## src/rtl/ad9781_spi_config.sv

```systemverilog
// ad9781_spi_config: walks a register look-up table and writes each entry
// to an AD9781 DAC over 3-wire SPI (16-bit frame, MSB first, mode 0).
//
// Ports:
//   clk, rst      system clock, synchronous active-high reset
//   start         one-cycle request to rerun the table (IDLE/DONE only)
//   lut_index     table address, lut_data {addr[15:0], data[7:0]} back
//   spi_csn       chip select, active low
//   spi_sclk      serial clock, idle low
//   spi_sdio      serial data, changes on SCLK fall
//   busy          run in progress
//   config_done   last run completed, held until next run or reset
module ad9781_spi_config #(
  parameter int LUT_SIZE = 10,
  parameter int CLK_DIV  = 4
) (
  input  logic        clk,
  input  logic        rst,
  input  logic        start,
  output logic [9:0]  lut_index,
  input  logic [23:0] lut_data,
  output logic        spi_csn,
  output logic        spi_sclk,
  output logic        spi_sdio,
  output logic        busy,
  output logic        config_done
);

  localparam int CW = $clog2(2 * CLK_DIV);

  localparam logic [CW-1:0] HALF = CW'(CLK_DIV - 1);
  localparam logic [CW-1:0] GAPN = CW'(2 * CLK_DIV - 1);
  localparam logic [9:0]    LAST = 10'(LUT_SIZE - 1);

  typedef enum logic [2:0] {
    IDLE,
    LOAD,
    CS_SETUP,
    SHIFT,
    CS_HOLD,
    GAP,
    DONE
  } state_t;

  state_t        state;
  logic [CW-1:0] cnt;
  logic [3:0]    bit_cnt;
  logic [15:0]   sreg;
  logic          pending;

  // Write, one byte, 5-bit address, 8-bit data.
  logic [15:0] frame;
  logic        sentinel;

  assign frame    = {3'b000, lut_data[20:16], lut_data[7:0]};
  assign sentinel = &lut_data;

  always_ff @(posedge clk) begin
    if (rst) begin
      state       <= IDLE;
      spi_csn     <= 1'b1;
      spi_sclk    <= 1'b0;
      spi_sdio    <= 1'b0;
      lut_index   <= '0;
      busy        <= 1'b0;
      config_done <= 1'b0;
      cnt         <= '0;
      bit_cnt     <= '0;
      sreg        <= '0;
      // Arms the automatic run on the first cycle out of reset.
      pending     <= 1'b1;
    end else begin
      unique case (state)
        IDLE: begin
          if (pending || start) begin
            pending     <= 1'b0;
            lut_index   <= '0;
            busy        <= 1'b1;
            config_done <= 1'b0;
            state       <= LOAD;
          end
        end

        LOAD: begin
          if (sentinel) begin
            busy        <= 1'b0;
            config_done <= 1'b1;
            state       <= DONE;
          end else begin
            sreg     <= frame;
            spi_sdio <= frame[15];
            spi_csn  <= 1'b0;
            spi_sclk <= 1'b0;
            cnt      <= HALF;
            state    <= CS_SETUP;
          end
        end

        CS_SETUP: begin
          if (cnt == '0) begin
            cnt     <= HALF;
            bit_cnt <= '0;
            state   <= SHIFT;
          end else begin
            cnt <= cnt - CW'(1);
          end
        end

        // spi_sclk doubles as the half-bit phase flag.
        SHIFT: begin
          if (cnt != '0) begin
            cnt <= cnt - CW'(1);
          end else begin
            cnt <= HALF;
            if (!spi_sclk) begin
              spi_sclk <= 1'b1;
            end else begin
              spi_sclk <= 1'b0;
              if (bit_cnt == 4'd15) begin
                state <= CS_HOLD;
              end else begin
                bit_cnt  <= bit_cnt + 4'd1;
                sreg     <= {sreg[14:0], sreg[15]};
                spi_sdio <= sreg[14];
              end
            end
          end
        end

        CS_HOLD: begin
          if (cnt == '0) begin
            spi_csn  <= 1'b1;
            spi_sdio <= 1'b0;
            cnt      <= GAPN;
            state    <= GAP;
          end else begin
            cnt <= cnt - CW'(1);
          end
        end

        GAP: begin
          if (cnt != '0) begin
            cnt <= cnt - CW'(1);
          end else if (lut_index == LAST) begin
            busy        <= 1'b0;
            config_done <= 1'b1;
            state       <= DONE;
          end else begin
            lut_index <= lut_index + 10'd1;
            state     <= LOAD;
          end
        end

        DONE: begin
          if (start) begin
            lut_index   <= '0;
            busy        <= 1'b1;
            config_done <= 1'b0;
            state       <= LOAD;
          end
        end

        default: begin
          state <= IDLE;
        end
      endcase
    end
  end

endmodule

```

## config.mk

```make
export PLATFORM = sky130hd
export DESIGN_NAME = ad9781_spi_config
export DESIGN_NICKNAME = d
export VERILOG_FILES = /design/src/rtl/ad9781_spi_config.sv
export SDC_FILE = /design/constraint.sdc
export NUM_CORES = 1
export LEC_CHECK = 0
export ABC_AREA = 1
export BUFFER_PORTS_ARGS = -buffer_cell sky130_fd_sc_hd__buf_2
export CORE_UTILIZATION = 57
export CTS_CLUSTER_DIAMETER = 50
export DETAILED_ROUTE_END_ITERATION = 8
export PLACE_DENSITY = 0.8
export SYNTH_ARGS = -nofsm -noshare
export SYNTH_HDL_FRONTEND = slang
export SYNTH_SLANG_ARGS = --single-unit
```

## constraint.sdc

```tcl
create_clock -name clk -period 1.9 [get_ports clk]
set_input_delay 0.19 -clock clk [delete_from_list [all_inputs] [get_ports clk]]
set_output_delay 0.19 -clock clk [all_outputs]
set_load 0.1 [all_outputs]
```

## Yosys cells after proc, flatten, opt, wreduce, memory -nomap -nowiden

Cells that the tools add are included.

| word-level totals | value |
|---|---|
| bits in registers | 42 |
| input port bits | 27 |
| output and inout bits | 15 |
| word-level logic and storage cells | 113 |

| cells by class | value |
|---|---|
| $add $sub $neg | 3 |
| equality and inequality tests | 22 |
| mux-type cells | 55 |
| reduce and logical (&&, ||, !) cells | 22 |

Operator list:

| kind | count |
|---|---|
| two-way mux 16 bit | 4 |
| two-way mux 3 bit | 15 |
| two-way mux 10 bit | 4 |
| one-hot mux 16 bit (2 select lines) | 1 |
| one-hot mux 10 bit (3 select lines) | 1 |
| inequality test 2 bit, second input constant | 14 |
| AND reduction 24 bit | 1 |
| one-hot mux 3 bit (7 select lines) | 1 |
| two-way mux 1 bit | 18 |
| two-way mux 4 bit | 4 |
| one-hot mux 3 bit (5 select lines) | 1 |
| AND reduction 5 bit | 3 |
| AND reduction 6 bit | 2 |
| adder 10 x 1 -> 10 bit, second input constant | 1 |
| equality test 10 x 4 -> 1 bit, second input constant | 1 |
| equality test 3 bit, second input constant | 3 |
| AND reduction 3 bit | 3 |
| nonzero test 3 bit | 3 |
| one-hot mux 1 bit (4 select lines) | 2 |
| one-hot mux 4 bit (2 select lines) | 1 |
| AND reduction 8 bit | 1 |
| equality test 3 x 2 -> 1 bit, second input constant | 2 |
| zero test 3 bit | 2 |
| nonzero test 2 bit | 3 |
| 10 further kinds | 11 |

## Logic depth before layout (Yosys ltp)

| logic depth | value |
|---|---|
| word-level depth | 5 |
| depth in mapped cells | 11 |
| mapped depth without buffers | 11 |

## Worst setup path after synthesis

No wires, ideal clock.

| timing | value |
|---|---|
| kind | reg-to-reg |
| start point | register lut_index[0] |
| end point | register lut_index[8] |
| library setup time | 71 ps |
| arrival time | 2135 ps |
| required time | 1829 ps |
| setup slack | -305 ps |
| stages on the path, launching flop included | 10 |
| buffers on the path | 0 |
| period minus slack after synthesis | 2205 ps |
| cell sequence | dfxtp_1 ha_1 nand2_1 nor2_1 nand2_1 nor2_1 nand2_1 nand2_1 nand3_1 a21oi_1 |

| between the ends | value |
|---|---|
| cells in the longest elaborated chain, start to end | 4 |
| elaborated cells between the ends (all ways) | 7 |
| those cells by class | add/sub (1); eq/ne (2); mux (3); reduce/logical (1) |

RTL lines:

| item | line | RTL |
|---|---|---|
| start, declared | 20 | `output logic [9:0] lut_index,` |
| start signal, assigned | 149 | `lut_index <= lut_index + 10'd1;` |
| adder 10 x 1 -> 10 bit | 149 |  |
| two-way mux 10 bit | 144 | `end else if (lut_index == LAST) begin` |
| two-way mux 10 bit | 142 | `if (cnt != '0) begin` |
| one-hot mux 10 bit (3 select lines) | 73 | `unique case (state)` |

Parallel ways exist; a longest one is shown, timed or not. The select of a mux whose other input is x is not followed.
A chain may end at the register's enable or synchronous reset.

## Worst setup path in the final report

| timing | value |
|---|---|
| start point | register cnt[0] |
| end point | register sreg[15] |

| between the ends | value |
|---|---|
| cells in the longest elaborated chain, start to end | 3 |

RTL lines:

| item | line | RTL |
|---|---|---|
| start, declared | 46 | `logic [CW-1:0] cnt;` |
| start signal, assigned | 105 | `cnt <= cnt - CW'(1);` |
| start signal, assigned | 112 | `cnt <= cnt - CW'(1);` |
| start signal, assigned | 137 | `cnt <= cnt - CW'(1);` |
| nonzero test 3 bit | 111 | `if (cnt != '0) begin` |
| inequality test 2 bit (no source line) | -- |  |
| AND reduction 5 bit (no source line) | -- |  |
| end signal, assigned | 90 | `sreg <= frame;` |
| end signal, assigned | 123 | `sreg <= {sreg[14:0], sreg[15]};` |
| end, declared | 48 | `logic [15:0] sreg;` |

Every way passes these cells.

==> results_dict.tcl <==
set metrics [dict create \
    status "completed" \
    highest_layer "met4" \
    n_fill_cell 398 \
    die_h_um 69.59 \
    period_share_pct 88.83 \
    dpl.hpwl_um 4277 \
    wl_met1_um 2797 \
    hold_viol 0 \
    antenna_found_initial 0 \
    first_iter_violations 211 \
    p_leak_nw 1.414 \
    grt-ovfl-total 0 \
    setup_viol 0 \
    worstHoldStart "rst" \
    start_kind "flop" \
    power_switching_w 0.002012 \
    drv_cap 0 \
    fp.dieW_um 69.59 \
    synth_area_per_cell_um2 6.559 \
    rsz0062_at_grt "false" \
    hold_path_class "input pin to flop" \
    synth_top_family_by_area "simple AND/OR/NAND/NOR gates" \
    grt_max_degree 24 \
    pwr-share-clk_pct 19.8 \
    synth.distinct_cells 35 \
    slew_violations 0 \
    intPower_w 0.002337 \
    cts_setup_buffers 0 \
    crit_path_end_kind "flop" \
    hold_end "sreg[15]" \
    critPathRequiredTime_ns 2.15 \
    syn_to_final_growth_pct 15.09 \
    hold_path_depth 2 \
    wl_per_cell_um 11.96 \
    dr_wl_met2_um 2711 \
    yosys.area_share.adder_pct 2.403 \
    grt_pass1_wl_um 10310 \
    coreArea_mm2 0.004384 \
    power.density_mw_per_mm2 1451 \
    tightest_slew_ns 0.4855 \
    synth_mux_area_share_pct 0 \
    rr_endpoint "sreg[15]" \
    vias 2616 \
    port_buffers 41 \
    routed_wl_um 5918 \
    row_count 24 \
    hold_buffers 0 \
    clock_sinks 42 \
    p_sw_share_pct 46.26 \
    pin_count 42 \
    grt_pass1_vias 2392 \
    path_max_fanout 18 \
    clkLatencyLatePin_ns 0.30 \
    drive_above_1_share_pct 23.02 \
    synth-compound-area-share_pct 12.40 \
    timing.final.ws_setup_ns 0.2122 \
    max_slew_margin_pct 67.85 \
    achievable-frequency_mhz 592.5 \
    ys_warn_count 0 \
    num_antenna_cells 0 \
    final_common_cell "nand2_1" \
    post-route-min-period_ns 1.688 \
    initial_core_util_pct 59.39 \
    htreeDepth 2 \
    finalClockSkew_ns 0.007719 \
    wl_met3_um 288 \
    ff2ff_setup_slack_ns 0.21 \
    cts_tree "done" \
    syn_area_mm2 0.002604 \
    synth-seq-cells 42 \
    seqPwrFrac_pct 29.8 \
    fin_nets 474 \
    path_class "flop to flop" \
    via_per_inst 5.285 \
    gp_congestion 0.9021 \
    synthXorXnorAreaFrac_pct 1.009 \
    yosys.area_share.simple_pct 43.20 \
    path_clk_slew_ns 0.09 \
    setup_tns_ns 0 \
    netlist_instances 397 \
    cts_buffers 5 \
    drcViolationCount 0 \
    vdd_ir_drop_max_mv 1.224 \
    combPwrFrac_pct 50.4 \
    yosysSeqAreaShare_pct 32.29 \
    synth.net_count 429 \
    cts_root_buffer "clkbuf_8" \
    arrival_ns 1.93 \
    place_ws_ns 0.1395 \
    cts_buffer_depth 2 \
    postRouteAntennaNets 0 \
    r2r-start "cnt[0]" \
    layout_common_cells "116 x nand2_1, 65 x nor2_1, 41 x buf_2, 36 x dfxtp_1, 27 x inv_1" \
    dr.pass1.iters 4 \
    die_area_mm2 0.004842 \
    reg2regPathDepth 10 \
    track_usage_pct 26.11 \
]
## worst max-delay path by stage
stage	start	slack [ns]	endpoint	cells after the start
final	cnt[0]	0.21	sreg[15]	10
after global routing	cnt[0]	0.07	lut_index[6]	10
after CTS	cnt[0]	0.11	sreg[15]	10
after detailed placement	cnt[0]	0.14	sreg[15]	10
after global placement	cnt[0]	0.21	sreg[15]	10
after floorplan	lut_index[5]	0.008	lut_index[6]	8
## cell usage after synthesis
| master | count | area share (%) |
|---|---|---|
| nand3b_1 | 3 | 0.86 |
| inv_2 | 3 | 0.43 |
| nor3_2 | 2 | 0.77 |
| nand4_1 | 2 | 0.48 |
| o21ai_2 | 1 | 0.34 |
| ha_1 | 5 | 2.4 |
| nand3_4 | 1 | 0.67 |
| nor2_2 | 10 | 2.4 |
| o211ai_1 | 1 | 0.29 |
| buf_6 | 3 | 1.3 |
| a21oi_2 | 2 | 0.67 |
| buf_12 | 1 | 0.77 |
| o21ai_0 | 19 | 3.7 |
| nand2_4 | 2 | 0.86 |
| nand3_2 | 2 | 0.77 |
| xor2_1 | 3 | 1.0 |
| a22oi_1 | 1 | 0.29 |
| o21ai_1 | 8 | 1.5 |
| nor2_4 | 6 | 2.6 |
| nor3_1 | 5 | 0.96 |
| dfxtp_1 | 42 | 32 |
| nand2_2 | 5 | 1.2 |
| buf_4 | 2 | 0.58 |
| buf_2 | 1 | 0.19 |
| inv_1 | 27 | 3.9 |
| nor2_1 | 65 | 9.4 |
| nand3_1 | 24 | 4.6 |
| inv_6 | 1 | 0.34 |
| nand2_8 | 1 | 0.77 |
| a21oi_1 | 26 | 5.0 |
| a21oi_4 | 1 | 0.62 |
| nand2_1 | 117 | 17 |
| clkbuf_1 | 3 | 0.43 |
| clkinv_2 | 1 | 0.19 |
| buf_8 | 1 | 0.58 |
## state kept, by name, indices dropped and copies added, names as in the netlist
| name | flops |
|---|---|
| pending | 1 |
| state | 3 |
| sreg | 16 |
| cnt | 3 |
| spi_sclk | 1 |
| lut_index | 10 |
| config_done | 1 |
| bit_cnt | 4 |
| busy | 1 |
| spi_csn | 1 |
| spi_sdio | 1 |
## per-layer routing
layer / track usage [%] / up-vias
met1: 34.73 / 1188
met5: 0 / -
met2: 42.50 / 65
li1: - / 1352
met3: 4.215 / 11
met4: 9.751 / 0
## power by group through the flow
stage | logic [W] | clock network, W | registers [W]
floorplan | 0.00155 | 0 | 0.00161
global placement | 0.00212 | 0 | 0.00131
detailed placement | 0.00215 | 0 | 0.00132
CTS | 0.00217 | 0.000877 | 0.00130
global route | 0.00244 | 0.000904 | 0.00132
finish | 0.00219 | 0.000860 | 0.00130
## stage by stage
| step | hold WS, ns | cell area, µm² | total power (W) | instances | utilization, % |
|---|---|---|---|---|---|
| floorplan | 0.2591 | 2611 | 0.003157 | 397 | - |
| global placement | 0.4280 | 2854 | 0.003425 | 487 | 65.10 |
| detailed placement | 0.4353 | 2854 | 0.003462 | 487 | 65.10 |
| CTS | 0.2278 | 2992 | 0.004342 | 495 | 68.24 |
| global route | 0.2504 | 2997 | 0.004664 | 495 | 68.35 |
| finish | 0.2379 | 2997 | 0.004349 | 495 | 68.35 |
## cells by family after synthesis
group	count (synthesis)
flip-flops	42
buffers and inverters	43
adder cells (fa/ha/maj)	5
AO/OA/AOI/OAI	59
AND/OR/NAND/NOR	245
XOR/XNOR	3
## worst max-delay path: stages (launching register included)
cell	delay [ns]
dfxtp_1	0.31
inv_1	0.10
ha_1	0.18
nand2_2	0.13
nand2_1	0.15
nand3_2	0.11
nor2_4	0.18
nand2_8	0.12
inv_8	0.17
nand2_1	0.08
a21oi_2	0.11
## layout make-up
class / instances / area, µm² / share of cell area [%]
timing repair buffer: 49 / 277.8 / 9.269
inverter: 32 / 128.9 / 4.301
sequential: 42 / 848.3 / 28.31
clock inverter: 3 / 68.82 / 2.296
multi-input combinational: 312 / 1539 / 51.36
tap: 52 / 65.06 / 2.171
clock buffer: 5 / 68.82 / 2.296
## repair_timing
action / 4_1_cts / 5_1_grt
endpoints found under the hold margin: 0 / 0
resized for setup: 0 / 2
setup endpoints to repair: 0 / 11
Power figures use the tool's default switching activity.
